`config.mk`:
```
export PLATFORM = sky130hd
export DESIGN_NAME = ram_arbiter_flat
export DESIGN_NICKNAME = d
export VERILOG_FILES = /design/src/rtl/ram_arbiter_if.sv /design/src/rtl/ram_arbiter.sv /design/src/flat_wrapper.sv
export SDC_FILE = /design/constraint.sdc
export NUM_CORES = 1
export LEC_CHECK = 0
export CORE_MARGIN = 8
export CORE_UTILIZATION = 22
export DETAILED_ROUTE_END_ITERATION = 12
export HOLD_SLACK_MARGIN = 0.12
export PLACE_DENSITY = 0.9
export SLEW_MARGIN = 20
export SYNTH_ARGS = -nofsm -noshare
export SYNTH_HDL_FRONTEND = slang
export SYNTH_SLANG_ARGS = --single-unit
```
`constraint.sdc`:
```
create_clock -name clk -period 3.8 [get_ports clk]
set_clock_uncertainty 0.1 [all_clocks]
set_input_delay 1.14 -clock clk [delete_from_list [all_inputs] [get_ports clk]]
set_output_delay 1.14 -clock clk [all_outputs]
set_load 0.1 [all_outputs]
```
`src/rtl/ram_arbiter_if.sv`:
```
// ram_arbiter_if: bundle of both master ports plus the RAM pin bus.
// Modports: slave = arbiter side, master = masters/RAM environment side.
interface ram_arbiter_if #(
   parameter int A = 10,
   parameter int D = 8
);
   // master 0 (CPU data port)
   logic         m0_req;
   logic         m0_write;
   logic [A-1:0] m0_addr;
   logic [D-1:0] m0_wdata;
   logic         m0_lock;
   logic         m0_gnt;
   logic         m0_rvalid;
   logic [D-1:0] m0_rdata;
   // master 1 (loader/debug port)
   logic         m1_req;
   logic         m1_write;
   logic [A-1:0] m1_addr;
   logic [D-1:0] m1_wdata;
   logic         m1_lock;
   logic         m1_gnt;
   logic         m1_rvalid;
   logic [D-1:0] m1_rdata;
   // RAM pins
   logic         ram_cs;
   logic         ram_write;
   logic [A-1:0] ram_addr;
   logic [D-1:0] ram_data_in;
   logic [D-1:0] ram_data_out;

   modport slave (
      input  m0_req, m0_write, m0_addr, m0_wdata, m0_lock,
      output m0_gnt, m0_rvalid, m0_rdata,
      input  m1_req, m1_write, m1_addr, m1_wdata, m1_lock,
      output m1_gnt, m1_rvalid, m1_rdata,
      output ram_cs, ram_write, ram_addr, ram_data_in,
      input  ram_data_out
   );

   modport master (
      output m0_req, m0_write, m0_addr, m0_wdata, m0_lock,
      input  m0_gnt, m0_rvalid, m0_rdata,
      output m1_req, m1_write, m1_addr, m1_wdata, m1_lock,
      input  m1_gnt, m1_rvalid, m1_rdata,
      input  ram_cs, ram_write, ram_addr, ram_data_in,
      output ram_data_out
   );
endinterface

```
`src/rtl/ram_arbiter.sv`:
```
// ram_arbiter: two-master round-robin arbiter in front of a 1-cycle RAM.
// Ports: clk, rst_n (async active-low), bus (ram_arbiter_if.slave).
// Optional macro RAM_ARB_LOCK_EN enables master grant locking.
module ram_arbiter #(
   parameter int A = 10,
   parameter int D = 8
) (
   input  logic          clk,
   input  logic          rst_n,
   ram_arbiter_if.slave  bus
);

   logic [1:0] req;
   logic [1:0] elig;
   logic [1:0] gnt;
   logic       any_gnt;
   logic       gnt_id;
   logic       sel_write;

   logic last_gnt_q, last_gnt_d;
   logic rd_pend_q,  rd_pend_d;
   logic rd_owner_q, rd_owner_d;

   assign req = {bus.m1_req, bus.m0_req};

`ifdef RAM_ARB_LOCK_EN
   logic lock_act_q, lock_act_d;
   logic lock_own_q, lock_own_d;
   logic sel_lock;

   // while locked only the owner is eligible
   always_comb begin
      elig = req;
      if (lock_act_q) begin
         elig = lock_own_q ? (req & 2'b10) : (req & 2'b01);
      end
   end

   assign sel_lock = gnt[1] ? bus.m1_lock : bus.m0_lock;

   always_comb begin
      lock_act_d = lock_act_q;
      lock_own_d = lock_own_q;
      if (any_gnt) begin
         if (sel_lock) begin
            lock_act_d = 1'b1;
            lock_own_d = gnt_id;
         end else begin
            lock_act_d = 1'b0;
         end
      end else if (lock_act_q && !req[lock_own_q]) begin
         lock_act_d = 1'b0;
      end
   end

   always_ff @(posedge clk or negedge rst_n) begin
      if (!rst_n) begin
         lock_act_q <= 1'b0;
         lock_own_q <= 1'b0;
      end else begin
         lock_act_q <= lock_act_d;
         lock_own_q <= lock_own_d;
      end
   end
`else
   logic unused_lock;
   assign unused_lock = bus.m0_lock ^ bus.m1_lock;
   assign elig = req;
`endif

   // grants are forced low while reset is asserted
   always_comb begin
      gnt = 2'b00;
      if (rst_n) begin
         unique case (1'b1)
            (elig == 2'b11): gnt = last_gnt_q ? 2'b01 : 2'b10;
            (elig == 2'b01): gnt = 2'b01;
            (elig == 2'b10): gnt = 2'b10;
            default:         gnt = 2'b00;
         endcase
      end
   end

   assign any_gnt    = gnt[0] | gnt[1];
   assign gnt_id     = gnt[1];
   assign bus.m0_gnt = gnt[0];
   assign bus.m1_gnt = gnt[1];

   always_comb begin
      bus.ram_cs      = 1'b0;
      bus.ram_write   = 1'b0;
      bus.ram_addr    = '0;
      bus.ram_data_in = '0;
      if (gnt[0]) begin
         bus.ram_cs      = 1'b1;
         bus.ram_write   = bus.m0_write;
         bus.ram_addr    = bus.m0_addr;
         bus.ram_data_in = bus.m0_wdata;
      end else if (gnt[1]) begin
         bus.ram_cs      = 1'b1;
         bus.ram_write   = bus.m1_write;
         bus.ram_addr    = bus.m1_addr;
         bus.ram_data_in = bus.m1_wdata;
      end
   end

   assign sel_write = bus.ram_write;

   always_comb begin
      last_gnt_d = last_gnt_q;
      rd_pend_d  = 1'b0;
      rd_owner_d = rd_owner_q;
      if (any_gnt) begin
         last_gnt_d = gnt_id;
         if (!sel_write) begin
            rd_pend_d  = 1'b1;
            rd_owner_d = gnt_id;
         end
      end
   end

   // last_gnt resets to 1 so master 0 wins the first tie
   always_ff @(posedge clk or negedge rst_n) begin
      if (!rst_n) begin
         last_gnt_q <= 1'b1;
         rd_pend_q  <= 1'b0;
         rd_owner_q <= 1'b0;
      end else begin
         last_gnt_q <= last_gnt_d;
         rd_pend_q  <= rd_pend_d;
         rd_owner_q <= rd_owner_d;
      end
   end

   // RAM data is one cycle late; steer it to the read's owner only
   assign bus.m0_rvalid = rd_pend_q & ~rd_owner_q;
   assign bus.m1_rvalid = rd_pend_q &  rd_owner_q;
   assign bus.m0_rdata  = bus.m0_rvalid ? bus.ram_data_out : '0;
   assign bus.m1_rdata  = bus.m1_rvalid ? bus.ram_data_out : '0;

endmodule

```
`src/flat_wrapper.sv`:
```
// flat-port wrapper written by rule: the top's interface ports become plain ports
module ram_arbiter_flat 
#(
   parameter int A = 10,
   parameter int D = 8
)
  (clk, rst_n, bus_m0_req, bus_m0_write, bus_m0_addr, bus_m0_wdata, bus_m0_lock, bus_m0_gnt, bus_m0_rvalid, bus_m0_rdata, bus_m1_req, bus_m1_write, bus_m1_addr, bus_m1_wdata, bus_m1_lock, bus_m1_gnt, bus_m1_rvalid, bus_m1_rdata, bus_ram_cs, bus_ram_write, bus_ram_addr, bus_ram_data_in, bus_ram_data_out);
  ram_arbiter_if #(.A(A), .D(D)) bus_i ();
  input  logic clk;
  input  logic rst_n;
  input wire logic [$bits(bus_i.m0_req)-1:0] bus_m0_req;
  input wire logic [$bits(bus_i.m0_write)-1:0] bus_m0_write;
  input wire logic [$bits(bus_i.m0_addr)-1:0] bus_m0_addr;
  input wire logic [$bits(bus_i.m0_wdata)-1:0] bus_m0_wdata;
  input wire logic [$bits(bus_i.m0_lock)-1:0] bus_m0_lock;
  output wire logic [$bits(bus_i.m0_gnt)-1:0] bus_m0_gnt;
  output wire logic [$bits(bus_i.m0_rvalid)-1:0] bus_m0_rvalid;
  output wire logic [$bits(bus_i.m0_rdata)-1:0] bus_m0_rdata;
  input wire logic [$bits(bus_i.m1_req)-1:0] bus_m1_req;
  input wire logic [$bits(bus_i.m1_write)-1:0] bus_m1_write;
  input wire logic [$bits(bus_i.m1_addr)-1:0] bus_m1_addr;
  input wire logic [$bits(bus_i.m1_wdata)-1:0] bus_m1_wdata;
  input wire logic [$bits(bus_i.m1_lock)-1:0] bus_m1_lock;
  output wire logic [$bits(bus_i.m1_gnt)-1:0] bus_m1_gnt;
  output wire logic [$bits(bus_i.m1_rvalid)-1:0] bus_m1_rvalid;
  output wire logic [$bits(bus_i.m1_rdata)-1:0] bus_m1_rdata;
  output wire logic [$bits(bus_i.ram_cs)-1:0] bus_ram_cs;
  output wire logic [$bits(bus_i.ram_write)-1:0] bus_ram_write;
  output wire logic [$bits(bus_i.ram_addr)-1:0] bus_ram_addr;
  output wire logic [$bits(bus_i.ram_data_in)-1:0] bus_ram_data_in;
  input wire logic [$bits(bus_i.ram_data_out)-1:0] bus_ram_data_out;
  assign bus_i.m0_req = bus_m0_req;
  assign bus_i.m0_write = bus_m0_write;
  assign bus_i.m0_addr = bus_m0_addr;
  assign bus_i.m0_wdata = bus_m0_wdata;
  assign bus_i.m0_lock = bus_m0_lock;
  assign bus_m0_gnt = bus_i.m0_gnt;
  assign bus_m0_rvalid = bus_i.m0_rvalid;
  assign bus_m0_rdata = bus_i.m0_rdata;
  assign bus_i.m1_req = bus_m1_req;
  assign bus_i.m1_write = bus_m1_write;
  assign bus_i.m1_addr = bus_m1_addr;
  assign bus_i.m1_wdata = bus_m1_wdata;
  assign bus_i.m1_lock = bus_m1_lock;
  assign bus_m1_gnt = bus_i.m1_gnt;
  assign bus_m1_rvalid = bus_i.m1_rvalid;
  assign bus_m1_rdata = bus_i.m1_rdata;
  assign bus_ram_cs = bus_i.ram_cs;
  assign bus_ram_write = bus_i.ram_write;
  assign bus_ram_addr = bus_i.ram_addr;
  assign bus_ram_data_in = bus_i.ram_data_in;
  assign bus_i.ram_data_out = bus_ram_data_out;
  ram_arbiter #(.A(A), .D(D)) u_core (.clk(clk), .rst_n(rst_n), .bus(bus_i));
endmodule
```
==> metrics.md <==
| Metric | Value |
|---|---|
| Critical Path Source Type | `input pin` |
| R2R depth | `4` |
| Reg clk slew, reported paths | `40 ps` |
| Worst slack, placed | `-51.5 ps` |
| ANT nets after route | `0` |
| Initial antenna violation count | `0` |
| Crit path largest cell delay | `360 ps` |
| Req. time, crit path | `2560 ps` |
| Max Fclk | `282 MHz` |
| I/O pins | `92` |
| CTS Buffer Depth | `2` |
| Iter 0 DRT Violations | `50` |
| PnR Total Power | `0.000558 W` |
| Count of buffers from port buffering | `89` |
| Metal2 WL | `2010 µm` |
| Mux share of post-synthesis cell area | `0%` |
| Area leader, netlist | `a22o_2` |
| Worst flop-to-flop path startpoint | `u_core.last_gnt_q$_DFFE_PN1P_` |
| Worst hold path startpoint | `u_core.last_gnt_q$_DFFE_PN1P_` |
| Area share of the largest cell type after synthesis | `16.9%` |
| # setup viols final | `0` |
| Largest net degree at the start of global routing | `20` |
| Worst-Margin Slew | `470 ps` |
| Yosys reg bits | `3` |
| Final instance area | `1890 µm²` |
| Sink Count | `3` |
| WP data arrival | `2310 ps` |
| CP top delay family | `buffers and inverters` |
| R2r setup slk | `2360 ps` |
| Std-Cell Rows | `18` |
| Area growth syn-to-layout | `256%` |
| Die width | `65.2 µm` |
| Synth Area in Compound Gates | `39.8%` |
| Largest family of logic cells by synthesized area | `compound AO/OA/AOI/OAI gates` |
| Area of the multi-input gates | `422 µm²` |
| Initial Util | `22.3%` |
| Max_cap viols | `0` |
| Final slew viol count | `0` |
| CORE AREA | `2390 µm²` |
| Leak pwr | `0.846 nW` |
| Post-synthesis adder-cell area fraction | `0%` |
| Most used cell, CP | `buf_12` |
| GRT Resource Usage Total | `16.9%` |
| CP startpoint | `bus_m0_req` |
| Final period utilization | `93.3%` |
| CP Class | `in -> out` |
| TritonCTS buffer count | `3` |
| 1st-pass router iterations | `4` |
| Uppermost routed layer | `met4` |
| Reg area | `76.3 µm²` |
| Worst path bufs/invs | `3` |
| Power Dens Cells | `295 nW/µm²` |
| Synth unique cells | `22` |
| Synth top area cells | `a22o_2 (17%), a22o_1 (16%), and2_1 (11%)` |
| Setup ws final | `254 ps` |
| Syn_area_per_cell | `8.44 µm²` |
| H-tree Lvls | `1` |
| Hold Crit Class | `reg -> reg` |
| FILL cells | `162` |
| Worst hold endpoint | `u_core.last_gnt_q$_DFFE_PN1P_` |
| Post-synthesis sequential area ratio | `14.4%` |
| First-pass GRT wire length | `5540 µm` |
| Synth Instances | `63` |
| Final hold violations | `0` |
| VDD IR max | `0.000244 V` |
| Vias in the first global route | `1005` |
| Reg2reg end | `u_core.rd_owner_q$_DFFE_PN0P_` |
| ANT cells | `0` |
| Root buffer cell | `clkbuf_4` |
| Grt total ovfl | `0` |
| Crit path capture type | `primary output` |
| RSZ-0062 raised after global routing | `false` |
| TritonCTS clock tree | `yes` |
| Die area | `4250 µm²` |
| Syn Nets | `115` |
| Simple-gate portion of the synthesized area | `33.9%` |
| Detailed-route DRC error count | `0` |
| Hold_buf cts | `0` |
| Placed Area | `1840 µm²` |
| WL/cell | `20.7 µm` |
| Via density | `4.94` |
| Status | `finished clean` |
| Fin util | `79.3%` |
| M1 wire length | `1410 µm` |
| Crit Path Max Fanout | `19` |
| RePlAce Congestion | `0.759` |
| Post-synthesis xor/xnor area fraction | `0%` |
| Min Tclk post-route | `3550 ps` |
| Yosys Warn Count | `0` |
| Post-Synthesis Cell Area | `532 µm²` |
| Final #Nets | `209` |
| Rel. slew slack | `68.6%` |
| CP max-delay cell | `dlygate4sd2_1` |
| Worst Hold Path Cells | `2` |
| Post-Route WL | `3840 µm` |
| Vias | `919` |
| Clock latency on the worst-skew pair | `250 ps` |
| CP Cell Sequence | `dlygate4sd2_1, nand2_2, nor2b_4, buf_12, a22o_2, buf_12` |
| Routed met3 length | `359 µm` |
| Layout cells sized above 1 | `47.4%` |
| Height of the die | `65.2 µm` |
[worst max path at each step]
| stage | endpoint | depth (start not counted) |
|---|---|---|
| 2_1_floorplan | bus_ram_cs | 2 |
| 3_3_place_gp | bus_ram_data_in[6] | 5 |
| 3_5_place_dp | bus_ram_data_in[7] | 5 |
| 4_1_cts | bus_ram_data_in[3] | 5 |
| 5_1_grt | bus_ram_addr[6] | 6 |
| 6_report | bus_ram_data_in[3] | 6 |
[routing by layer]
| layer | GRT usage (%) | vias up |
|---|---|---|
| li1 | - | 425 |
| met1 | 18.3 | 431 |
| met2 | 29.2 | 57 |
| met3 | 5.78 | 6 |
| met4 | 7.36 | 0 |
| met5 | 0 | - |
[report_power, final]
group / leakage [nW] / total (W) / switching (W) / internal (W)
Combinational: 0.796 / 0.000446 / 0.000267 / 0.000179
Clock: 0.0150 / 0.0000625 / 0.0000228 / 0.0000397
Sequential: 0.0352 / 0.0000494 / 0.0000104 / 0.0000390
Total: 0.846 / 0.000558 / 0.000300 / 0.000257
[sequential cells by signal, summed over array words and instances (netlist names)]
| signal | count |
|---|---|
| u_core.rd_owner_q | 1 |
| u_core.last_gnt_q | 1 |
| u_core.rd_pend_q | 1 |
[final cells by class]
cell class | instances | area share [%]
Multi-Input combinational cell | 52 | 22.3
Timing Repair Buffer | 94 | 69.7
Sequential cell | 3 | 4.03
Clock buffer | 4 | 1.39
Inverter | 3 | 0.595
Tap cell | 30 | 1.98
[per-stage QoR]
stage	setup TNS (ps)	hold slack, ps	std cells
2_1_floorplan	0	371	63
3_3_place_gp	0	388	180
3_5_place_dp	-770	453	180
4_1_cts	0	468	185
5_1_grt	0	475	186
6_report	0	466	186
[synth_stat cells, drive strengths merged]
library cell and count:
a32oi 2, dfstp 1, inv 3, nand2 2, nor2b 2, buf 4, nand2b 1, and2 10
nor2 4, a22o 19, and3 8, o21ai 1, a21boi 1, dfrtp 2, clkbuf 2, nand4 1
[cell usage in the layout (no fill, tap or decap), types with 2 or more instances in the layout]
cell and instances:
a22o_2 18, a32oi_1 2, and2_1 9, and2_4 2, and3_1 8, buf_12 39
buf_4 6, clkbuf_4 3, clkdlybuf4s50_1 46, dfrtp_1 2, dlymetal6s2s_1 2, inv_1 3
nor2_1 3
[cells by family after synthesis]
group	Yosys count
simple gates	28
compound gates	23
flops	3
buf+inv	9
[worst register-to-register path, delay by kind of cell (launching register included)]
kind                   cells  cell delay [ps]
DFF                        1              560
AOI/OAI and AO/OA          2              290
and+or+nand+nor            1              210
buffers and inverters      1              150
[repair_timing]
item | CTS | global route
hold endpoints to repair | 0 | 0
endpoints found under the setup margin | 19 | 18
gates cloned | 1 | 0
resized for setup | 3 | 2
buffers inserted | 0 | 1
No activity file was read; power rests on OpenSTA's default activity.
